### src/rtl/ht_res_stat_pkg.sv
// rtl/ht_res_stat_pkg.sv - hash-table result types and statistics address map
package ht_res_stat_pkg;

    typedef enum logic [2:0] {
        HT_RES_HIT      = 3'd0,
        HT_RES_MISS     = 3'd1,
        HT_RES_INSERTED = 3'd2,
        HT_RES_UPDATED  = 3'd3,
        HT_RES_DELETED  = 3'd4,
        HT_RES_FULL     = 3'd5,
        HT_RES_ERROR    = 3'd6
    } ht_rescode_t;

    typedef struct packed {
        ht_rescode_t rescode;
        logic [15:0] data;
    } ht_result_t;

    localparam int HT_RESCODE_CNT = 7;
    localparam int HT_STAT_ADDR_W = 3;
    localparam logic [HT_STAT_ADDR_W-1:0] HT_STAT_TOTAL_ADDR = 3'd7;

endpackage

### src/rtl/ht_res_if.sv
// rtl/ht_res_if.sv - valid/ready result stream carrying ht_result_t
interface ht_res_if;
    import ht_res_stat_pkg::*;

    ht_result_t result;
    logic       valid;
    logic       ready;

    modport master (output result, output valid, input ready);
    modport slave  (input result, input valid, output ready);

endinterface

### src/rtl/ht_res_skid.sv
// rtl/ht_res_skid.sv - 2-entry registered skid buffer for ht_result_t streams
module ht_res_skid
    import ht_res_stat_pkg::*;
(
    input  logic       clk_i,
    input  logic       rst_n_i,
    input  ht_result_t in_result_i,
    input  logic       in_valid_i,
    output logic       in_ready_o,
    output ht_result_t out_result_o,
    output logic       out_valid_o,
    input  logic       out_ready_i
);

    ht_result_t r_main;
    ht_result_t r_skid;
    logic       r_main_valid;
    logic       r_skid_valid;
    logic       r_in_ready;

    logic w_accept;
    logic w_drain;
    logic w_main_load_in;
    logic w_main_load_skid;
    logic w_skid_load;
    logic w_main_valid_nx;
    logic w_skid_valid_nx;

    always_comb begin
        w_accept         = in_valid_i && r_in_ready;
        w_drain          = r_main_valid && out_ready_i;
        w_main_load_in   = 1'b0;
        w_main_load_skid = 1'b0;
        w_skid_load      = 1'b0;
        w_main_valid_nx  = r_main_valid;
        w_skid_valid_nx  = r_skid_valid;
        // in_ready is low whenever skid is occupied, so accept and skid refill never coincide
        if (!r_main_valid || w_drain) begin
            if (r_skid_valid) begin
                w_main_load_skid = 1'b1;
                w_main_valid_nx  = 1'b1;
                w_skid_valid_nx  = 1'b0;
            end else if (w_accept) begin
                w_main_load_in  = 1'b1;
                w_main_valid_nx = 1'b1;
            end else begin
                w_main_valid_nx = 1'b0;
            end
        end else if (w_accept) begin
            w_skid_load     = 1'b1;
            w_skid_valid_nx = 1'b1;
        end
    end

    always_ff @(posedge clk_i or negedge rst_n_i) begin
        if (!rst_n_i) begin
            r_main_valid <= 1'b0;
            r_skid_valid <= 1'b0;
            r_in_ready   <= 1'b1;
        end else begin
            r_main_valid <= w_main_valid_nx;
            r_skid_valid <= w_skid_valid_nx;
            r_in_ready   <= !w_skid_valid_nx;
        end
    end

    always_ff @(posedge clk_i) begin
        if (w_main_load_skid) begin
            r_main <= r_skid;
        end else if (w_main_load_in) begin
            r_main <= in_result_i;
        end
        if (w_skid_load) begin
            r_skid <= in_result_i;
        end
    end

    assign in_ready_o   = r_in_ready;
    assign out_result_o = r_main;
    assign out_valid_o  = r_main_valid;

endmodule

### src/rtl/ht_res_stat.sv
// rtl/ht_res_stat.sv - result stream re-timer with saturating per-rescode delivery counters
module ht_res_stat
    import ht_res_stat_pkg::*;
#(
    parameter int CNT_W = 32
) (
    input  logic                      clk_i,
    input  logic                      rst_n_i,
    ht_res_if.slave                   ht_res_in,
    ht_res_if.master                  ht_res_out,
    input  logic                      cnt_clear_i,
    input  logic [HT_STAT_ADDR_W-1:0] rd_addr_i,
    output logic [CNT_W-1:0]          rd_data_o
);

    localparam logic [CNT_W-1:0] CNT_MAX = {CNT_W{1'b1}};
    localparam logic [CNT_W-1:0] CNT_ONE = {{(CNT_W-1){1'b0}}, 1'b1};

    logic [CNT_W-1:0] r_cnt [HT_RESCODE_CNT];
    logic [CNT_W-1:0] r_total;
    logic [CNT_W-1:0] r_rd_data;

    logic                      w_evt;
    logic [2:0]                w_code;
    logic [HT_RESCODE_CNT-1:0] w_hit;
    logic [CNT_W-1:0]          w_rd;

    ht_res_skid u_skid (
        .clk_i        (clk_i),
        .rst_n_i      (rst_n_i),
        .in_result_i  (ht_res_in.result),
        .in_valid_i   (ht_res_in.valid),
        .in_ready_o   (ht_res_in.ready),
        .out_result_o (ht_res_out.result),
        .out_valid_o  (ht_res_out.valid),
        .out_ready_i  (ht_res_out.ready)
    );

    always_comb begin
        w_evt  = ht_res_out.valid && ht_res_out.ready;
        w_code = ht_res_out.result.rescode;
        w_hit  = '0;
        // out-of-range rescodes still count toward the total
        if (w_evt && (w_code < 3'(HT_RESCODE_CNT))) begin
            w_hit[w_code] = 1'b1;
        end
    end

    always_ff @(posedge clk_i or negedge rst_n_i) begin
        if (!rst_n_i) begin
            for (int i = 0; i < HT_RESCODE_CNT; i++) begin
                r_cnt[i] <= '0;
            end
            r_total <= '0;
        end else begin
            for (int i = 0; i < HT_RESCODE_CNT; i++) begin
                if (cnt_clear_i) begin
                    r_cnt[i] <= w_hit[i] ? CNT_ONE : '0;
                end else if (w_hit[i] && (r_cnt[i] != CNT_MAX)) begin
                    r_cnt[i] <= r_cnt[i] + CNT_ONE;
                end
            end
            if (cnt_clear_i) begin
                r_total <= w_evt ? CNT_ONE : '0;
            end else if (w_evt && (r_total != CNT_MAX)) begin
                r_total <= r_total + CNT_ONE;
            end
        end
    end

    always_comb begin
        w_rd = '0;
        if (rd_addr_i == HT_STAT_TOTAL_ADDR) begin
            w_rd = r_total;
        end else if (rd_addr_i < 3'(HT_RESCODE_CNT)) begin
            w_rd = r_cnt[rd_addr_i];
        end
    end

    // samples pre-update counter values, so a same-cycle event shows up one read later
    always_ff @(posedge clk_i or negedge rst_n_i) begin
        if (!rst_n_i) begin
            r_rd_data <= '0;
        end else begin
            r_rd_data <= w_rd;
        end
    end

    assign rd_data_o = r_rd_data;

endmodule
### src/flat_wrapper.sv
// flat-port wrapper written by rule: the top's interface ports become plain ports
module ht_res_stat_flat import ht_res_stat_pkg::*;
#(
    parameter int CNT_W = 32
)
  (clk_i, rst_n_i, cnt_clear_i, rd_addr_i, rd_data_o, ht_res_in_result, ht_res_in_valid, ht_res_in_ready, ht_res_out_result, ht_res_out_valid, ht_res_out_ready);
  ht_res_if ht_res_in_i ();
  ht_res_if ht_res_out_i ();
  input  logic clk_i;
  input  logic rst_n_i;
  input  logic cnt_clear_i;
  input  logic [HT_STAT_ADDR_W-1:0] rd_addr_i;
  output logic [CNT_W-1:0] rd_data_o;
  input wire logic [$bits(ht_res_in_i.result)-1:0] ht_res_in_result;
  input wire logic [$bits(ht_res_in_i.valid)-1:0] ht_res_in_valid;
  output wire logic [$bits(ht_res_in_i.ready)-1:0] ht_res_in_ready;
  output wire logic [$bits(ht_res_out_i.result)-1:0] ht_res_out_result;
  output wire logic [$bits(ht_res_out_i.valid)-1:0] ht_res_out_valid;
  input wire logic [$bits(ht_res_out_i.ready)-1:0] ht_res_out_ready;
  assign ht_res_in_i.result = ht_res_in_result;
  assign ht_res_in_i.valid = ht_res_in_valid;
  assign ht_res_in_ready = ht_res_in_i.ready;
  assign ht_res_out_result = ht_res_out_i.result;
  assign ht_res_out_valid = ht_res_out_i.valid;
  assign ht_res_out_i.ready = ht_res_out_ready;
  ht_res_stat #(.CNT_W(CNT_W)) u_core (.clk_i(clk_i), .rst_n_i(rst_n_i), .ht_res_in(ht_res_in_i), .ht_res_out(ht_res_out_i), .cnt_clear_i(cnt_clear_i), .rd_addr_i(rd_addr_i), .rd_data_o(rd_data_o));
endmodule
### config.mk
export PLATFORM = sky130hd
export DESIGN_NAME = ht_res_stat_flat
export DESIGN_NICKNAME = d
export VERILOG_FILES = /design/src/rtl/ht_res_stat_pkg.sv /design/src/rtl/ht_res_if.sv /design/src/rtl/ht_res_skid.sv /design/src/rtl/ht_res_stat.sv /design/src/flat_wrapper.sv
export SDC_FILE = /design/constraint.sdc
export NUM_CORES = 1
export LEC_CHECK = 0
export BUFFER_PORTS_ARGS = -buffer_cell sky130_fd_sc_hd__buf_2
export CORE_MARGIN = 3
export CORE_UTILIZATION = 40
export CTS_BUF_LIST = sky130_fd_sc_hd__clkbuf_16
export DETAILED_ROUTE_END_ITERATION = 8
export PLACE_DENSITY = 0.59
export SLEW_MARGIN = 20
export SYNTH_ARGS = -nofsm -noshare
export SYNTH_HDL_FRONTEND = slang
export SYNTH_SLANG_ARGS = --single-unit
### constraint.sdc
create_clock -name clk_i -period 4.45 [get_ports clk_i]
set_input_delay 0.445 -clock clk_i [delete_from_list [all_inputs] [get_ports clk_i]]
set_output_delay 0.445 -clock clk_i [all_outputs]
set_load 0.005 [all_outputs]
==> results of run 1 <==
Yosys cell counts (9+ instances only):
cell / number
and4_1: 29
o21ai_0: 86
or3_1: 94
or2_2: 11
and2_1: 17
o211ai_1: 17
a21oi_1: 170
mux4_2: 64
nand3_1: 96
o31ai_1: 84
inv_1: 36
edfxtp_1: 38
and3_1: 19
nor2_1: 96
clkbuf_1: 92
or4_1: 96
nand2_1: 130
a211oi_1: 9
mux2_2: 75
nor2b_1: 24
nand4_1: 89
nor3_1: 27
nor4_1: 39
buf_1: 10
dfrtp_1: 290
xnor2_1: 27
area by class of cell:
class,count,area (µm²),share of cell area
well taps,600,750.7,0.03582
clock inverters,29,274.0,0.01307
flip-flops and latches,329,8424,0.4020
multi-input cells,1392,9769,0.4661
repair buffers,104,625.6,0.02985
diodes,1,2.502,0.0001194
inverters,36,135.1,0.006448
clock buffers,39,975.9,0.04657
path summary, 6_finish.rpt:
path | start | endpoint | slack [ns] | cells past startpoint
worst max-delay path | u_core.r_cnt[32]$_DFFE_PN0P_ | u_core.r_cnt[35]$_DFFE_PN0P_ | 1.38 | 7
worst min-delay path | ht_res_in_result[10] | u_core.u_skid.r_skid[10]$_DFFE_PP_ | 0.06 | 1
worst max register to register | u_core.r_cnt[32]$_DFFE_PN0P_ | u_core.r_cnt[35]$_DFFE_PN0P_ | 1.38 | 7
worst min register to register | u_core.u_skid.r_skid_valid$_DFF_PN0_ | u_core.u_skid.out_valid_o$_DFFE_PN0N_ | 0.53 | 2
max in group asynchronous | rst_n_i | u_core.r_cnt[164]$_DFFE_PN0P_ | 2.79 | 3
min in group asynchronous | rst_n_i | u_core.r_cnt[9]$_DFFE_PN0P_ | 0.50 | 2
repair_timing:
| item | 4_1_cts | 5_1_grt |
|---|---|---|
| gates resized for setup | 0 | 0 |
| hold buffers | 1 | 0 |
| hold endpoints to repair | 38 | 0 |
per-layer routing:
| layer | vias to the layer above | wire length (µm) | track usage |
|---|---|---|---|
| li1 | 7343 | - | - |
| met5 | - | 0 | 0 |
| met1 | 8101 | 26210 | 0.3341 |
| met3 | 100 | 3937 | 0.04756 |
| met2 | 580 | 24850 | 0.3352 |
| met4 | 0 | 1713 | 0.07014 |
flip-flops by register name (all words and copies together), names as in the netlist:
name,cells
u_core.r_cnt,224
u_core.r_total,32
u_core.rd_data_o,32
u_core.u_skid.out_result_o,19
u_core.u_skid.r_skid,19
u_core.u_skid.in_ready_o,1
u_core.u_skid.out_valid_o,1
u_core.u_skid.r_skid_valid,1
power by group:
part	leakage, µW	total [µW]	switching, µW	internal (µW)
clock	0.000630	3220	1330	1890
sequential	0.00441	3130	40.0	3090
combinational	0.00260	353	245	109
total	0.00764	6700	1620	5090
placed cells by master, fill, tap and decap left out, types with 75 or more instances in the layout:
cell type / count
nand4_1: 89
dfrtp_1: 290
o21ai_0: 86
nor2_1: 96
nand3_1: 96
or4_1: 96
mux2_2: 75
or3_1: 94
a21oi_1: 169
nand2_1: 130
buf_2: 75
o31ai_1: 84
worst max-delay path, cell delays in order (launching register included):
cell and delay (ns):
dfrtp_1 0.44, ha_1 0.45, nand3_1 0.12, or4_1 0.48, nor3_2 0.76, buf_4 0.42
or4_1 0.16, a21oi_1 0.06
stage by stage:
stage	std cells	utilization	hold slack [ns]	area, µm²	worst slack, ns
floorplan	1866	-	0.1494	18720	1.849
global placement	2460	0.4298	0.4944	19670	1.468
detailed placement	2460	0.4299	0.5189	19680	1.386
CTS	2529	0.4575	0.03271	20940	1.368
global route	2529	0.4578	0.04009	20960	1.095
finish	2530	0.4579	0.05860	20960	1.381
logic make-up after synthesis:
logic type	Yosys count	synth area share
and+or+nand+nor	797	0.2420
adders and majority gates	8	0.005347
muxes	142	0.1237
buffers and inverters	145	0.03021
AOI/OAI and AO/OA	411	0.1327
DFF	329	0.4500
xor gates and xnor gates	34	0.01591
==> flow_summary.json, run 1 <==
{
  "outcome": "finished clean",
  "hold_viol_final": 0,
  "synth_edf_count": 38,
  "worst_pin_slew_ns": 1.044,
  "cts_tree": "yes",
  "syn_nets": 1901,
  "clkSlewWorstSetupHoldPaths_ns": 0.06,
  "min_path_type": "input pin to flip-flop",
  "cts.path.max_buffers": 3,
  "ios": 80,
  "path_max_fanout": 28,
  "finalPower_uw": 6705,
  "cap_violations": 0,
  "power_density_nw_per_um2": 319.9,
  "ys_warn_count": 0,
  "avgSynthCellArea_um2": 10.03,
  "gp_congestion": 0.9127,
  "worstPathRequired_ns": 4.86,
  "endpoint_kind": "flip-flop",
  "antenna_found_initial": 1,
  "synth_area_leader_cell": "dfrtp_1",
  "synth_seq_cells": 329,
  "area_delta_synth_final_pct": 11.96,
  "cts_made_buffers": 39,
  "die-width_um": 222.3,
  "p_leak_uw": 0.007641,
  "track_usage": 0.2265,
  "drv_slew": 0,
  "grt_first_pass_wirelength_um": 89730,
  "synth_area_um2": 18720,
  "ant_nets": 0,
  "coreArea_um2": 45770,
  "ys.flop_type": "dfrtp_1",
  "num_rows": 78,
  "synth.area.top_cells": "dfrtp_1 39%, mux4_2 7.7%, edfxtp_1 6.1%",
  "die_area_um2": 49430,
  "drc": 0,
  "grt_max_degree": 108,
  "root_buffer": "clkbuf_16",
  "post-cts-setup-buffer-count": 0,
  "routed_wl_um": 56710,
  "place_hpwl_um": 39880,
  "fmax_mhz": 325.8,
  "firstDrtPassIters": 6,
  "numPortBuffers": 79,
  "synth-seq-area-share": 0.4500,
  "layout-drive-gt1-share": 0.1690,
  "critical_path_arrival_ns": 3.48,
  "routedWlPerCell_um": 22.42,
  "finalClockSkew_ns": 0.02545,
  "layout.nets": 1937,
  "start_util": 0.4090,
  "setup_tns_ns": 0,
  "clkLatencyLatePin_ns": 0.58,
  "synthArstFlopShare": 0.8845,
  "synth_top_area_frac": 0.3877,
  "grt_pass1_vias": 15240,
  "cts_num_sinks": 329,
  "cp-start-kind": "flip-flop",
  "via_per_inst": 6.373,
  "peakVddDrop_mv": 0.3606,
  "finalCriticalPeriod_ns": 3.069,
  "h-tree-depth": 2,
  "nFillCells": 4277,
  "path_class": "flip-flop to flip-flop",
  "netlist_instances": 1866,
  "drtIter0Drc": 1783,
  "post-route-period-util": 0.6898,
  "die_h_um": 222.3,
  "maxSlewHeadroom": 0.2983,
  "rsz0062_at_grt": "no",
  "vias": 16124,
  "synth.distinct_cells": 59,
  "grt-ovfl-total": 0,
  "setup_violations": 0
}
No activity file was read; power rests on OpenSTA's default activity.
==> run 2, diff against run 1 <==
Clock period 4.45 ns to 3 ns, I/O delays scaled along.
==> run 2 against run 1 <==
Compared with the run above: sequential cell count unchanged; routed wire length rose by 0.80%; die area unchanged; register-to-register slack worse by 1.0 ns; largest power group unchanged; critical path type unchanged; utilization rose by 1.3 points; first-iteration DRC count shrank 12%; sequential share of layout area is 1.1 points lower; clock skew down 0.0053 ns.
==> flow_summary.json, run 2 (synthesized netlist as in run 1, its figures left out) <==
{
  "place_area_um2": 20070,
  "min_path_type": "input pin to flip-flop",
  "holdWs_ns": 0.04930,
  "largest_reg_flops": 224,
  "crit_family": "simple AND/OR/NAND/NOR gates",
  "root_buffer": "clkbuf_16",
  "gp_congestion": 0.9128,
  "h-tree-depth": 2,
  "clkLatencyLatePin_ns": 0.58,
  "fmax_mhz": 380.1,
  "numPortBuffers": 79,
  "coreArea_um2": 45770,
  "grt_first_pass_wirelength_um": 90650,
  "cp_num_buf_inv": 1,
  "peakVddDrop_mv": 0.4513,
  "cp-start-kind": "flip-flop",
  "num_rows": 78,
  "finalPower_uw": 10020,
  "layout.nets": 1998,
  "p_comb_frac": 0.059,
  "cts_tree": "yes",
  "endpoint_kind": "flip-flop",
  "firstDrtPassIters": 5,
  "r2r_cells": 6,
  "grt_pass1_vias": 15507,
  "p_sw_uw": 2455,
  "hold_depth": 3,
  "p_sw_frac": 0.2451,
  "crit_slowest_cell": "dfrtp_1",
  "ant_nets": 0,
  "drtIter0Drc": 1570,
  "timing.rr.end": "u_core.r_cnt[119]$_DFFE_PN0P_",
  "critPathMaxStageDelay_ns": 0.54,
  "rsz0062_at_grt": "no",
  "path_class": "flip-flop to flip-flop",
  "setup_tns_ns": 0,
  "die_h_um": 222.3,
  "min_from": "ht_res_in_valid",
  "post-cts-setup-buffer-count": 0,
  "grt_max_degree": 107,
  "sequentialPowerShare": 0.463,
  "start_util": 0.4090,
  "critical_path_arrival_ns": 3.12,
  "ios": 80,
  "track_usage": 0.2298,
  "layout_commonest_cell": "dfrtp_1",
  "vias": 16432,
  "hold_end": "u_core.u_skid.out_valid_o$_DFFE_PN0N_",
  "p_int_uw": 7561,
  "layout-drive-gt1-share": 0.1849,
  "cts.path.max_buffers": 3,
  "cp_cell_sequence": "nand3_1 -> nor4_1 -> buf_4 -> o2111ai_1 -> or3_1 -> a21oi_1",
  "antenna_found_initial": 2,
  "finalCriticalPeriod_ns": 2.631,
  "drc": 0,
  "cap_violations": 0,
  "area_delta_synth_final_pct": 15.22,
  "cts_num_sinks": 329,
  "path_max_fanout": 14,
  "worst_pin_slew_ns": 0.9307,
  "grt-ovfl-total": 0,
  "power_density_nw_per_um2": 464.4,
  "rr_startpoint": "u_core.u_skid.out_valid_o$_DFFE_PN0N_",
  "maxSlewHeadroom": 0.3789,
  "clkSlewWorstSetupHoldPaths_ns": 0.06,
  "die-width_um": 222.3,
  "hold_buffers": 20,
  "p_leak_uw": 0.007966,
  "ctsResizeCount": 0,
  "worstPathRequired_ns": 3.49,
  "die_area_um2": 49430,
  "hold_viol_final": 0,
  "cts_made_buffers": 41,
  "routedWlPerCell_um": 22.00,
  "r2r_slack_ns": 0.37,
  "drv_slew": 0,
  "top_register": "u_core.r_cnt",
  "routed_wl_um": 57170,
  "finalClockSkew_ns": 0.02014,
  "layout_common_cells": "290 x dfrtp_1, 169 x a21oi_1, 130 x nand2_1",
  "pwr-share-clk": 0.477,
  "post-route-period-util": 0.8770,
  "via_per_inst": 6.322,
  "final_core_util": 0.4712,
  "nFillCells": 4239,
  "stdcell_area_um2": 21570,
  "outcome": "finished clean",
  "setup_violations": 0,
  "place_hpwl_um": 40730
}
run 2: worst max-delay path by stage:
stage | startpoint | end | slack, ns | depth (start not counted)
5_1_grt | u_core.u_skid.out_valid_o$_DFFE_PN0N_ | u_core.r_cnt[119]$_DFFE_PN0P_ | 0.15 | 6
4_1_cts | u_core.u_skid.out_result_o[16]$_DFFE_PP_ | u_core.r_cnt[222]$_DFFE_PN0P_ | 0.38 | 5
3_5_place_dp | u_core.u_skid.out_valid_o$_DFFE_PN0N_ | u_core.r_cnt[117]$_DFFE_PN0P_ | 0.41 | 6
3_3_place_gp | u_core.u_skid.out_result_o[16]$_DFFE_PP_ | u_core.r_cnt[222]$_DFFE_PN0P_ | 0.44 | 5
6_report | u_core.u_skid.out_valid_o$_DFFE_PN0N_ | u_core.r_cnt[119]$_DFFE_PN0P_ | 0.37 | 6
2_1_floorplan | u_core.u_skid.out_result_o[18]$_DFFE_PP_ | u_core.r_cnt[222]$_DFFE_PN0P_ | 0.40 | 7
run 2: cell type report:
type	count	area, µm²	share of cell area
multi-input cells	1392	9749	0.4520
clock inverters	33	212.7	0.009862
diodes	3	7.507	0.0003481
flip-flops and latches	329	8424	0.3906
clock buffers	43	1076	0.04989
inverters	36	135.1	0.006265
repair buffers	163	1212	0.05621
well taps	600	750.7	0.03481
run 2: layer usage:
metal,global-route usage,wire [µm],part of all wire
met5,0,7,0.00012
met2,0.3455,25390,0.44
met4,0.07178,1708,0.030
met1,0.3302,25850,0.45
met3,0.05417,4218,0.074
run 2: worst reg2reg max path: stages (launching register included):
cell,delay (ns)
dfrtp_1,0.54
nand3_1,0.32
nor4_1,0.38
buf_4,0.19
o2111ai_1,0.46
or3_1,0.52
a21oi_1,0.14
run 2: power groups by stage:
| stage | clock network, µW | logic [µW] | registers, µW |
|---|---|---|---|
| 2_1_floorplan | 0 | 290 | 4710 |
| 3_3_place_gp | 0 | 571 | 4710 |
| 3_5_place_dp | 0 | 578 | 4720 |
| 4_1_cts | 4890 | 600 | 4640 |
| 5_1_grt | 5080 | 655 | 4650 |
| 6_report | 4780 | 594 | 4640 |
run 2: stage by stage:
step           setup slack [ns]  cells
3_3_place_gp             0.4383   2500
6_report                 0.3690   2599
2_1_floorplan            0.3990   1866
5_1_grt                  0.1532   2596
4_1_cts                  0.3796   2596
3_5_place_dp             0.4145   2500
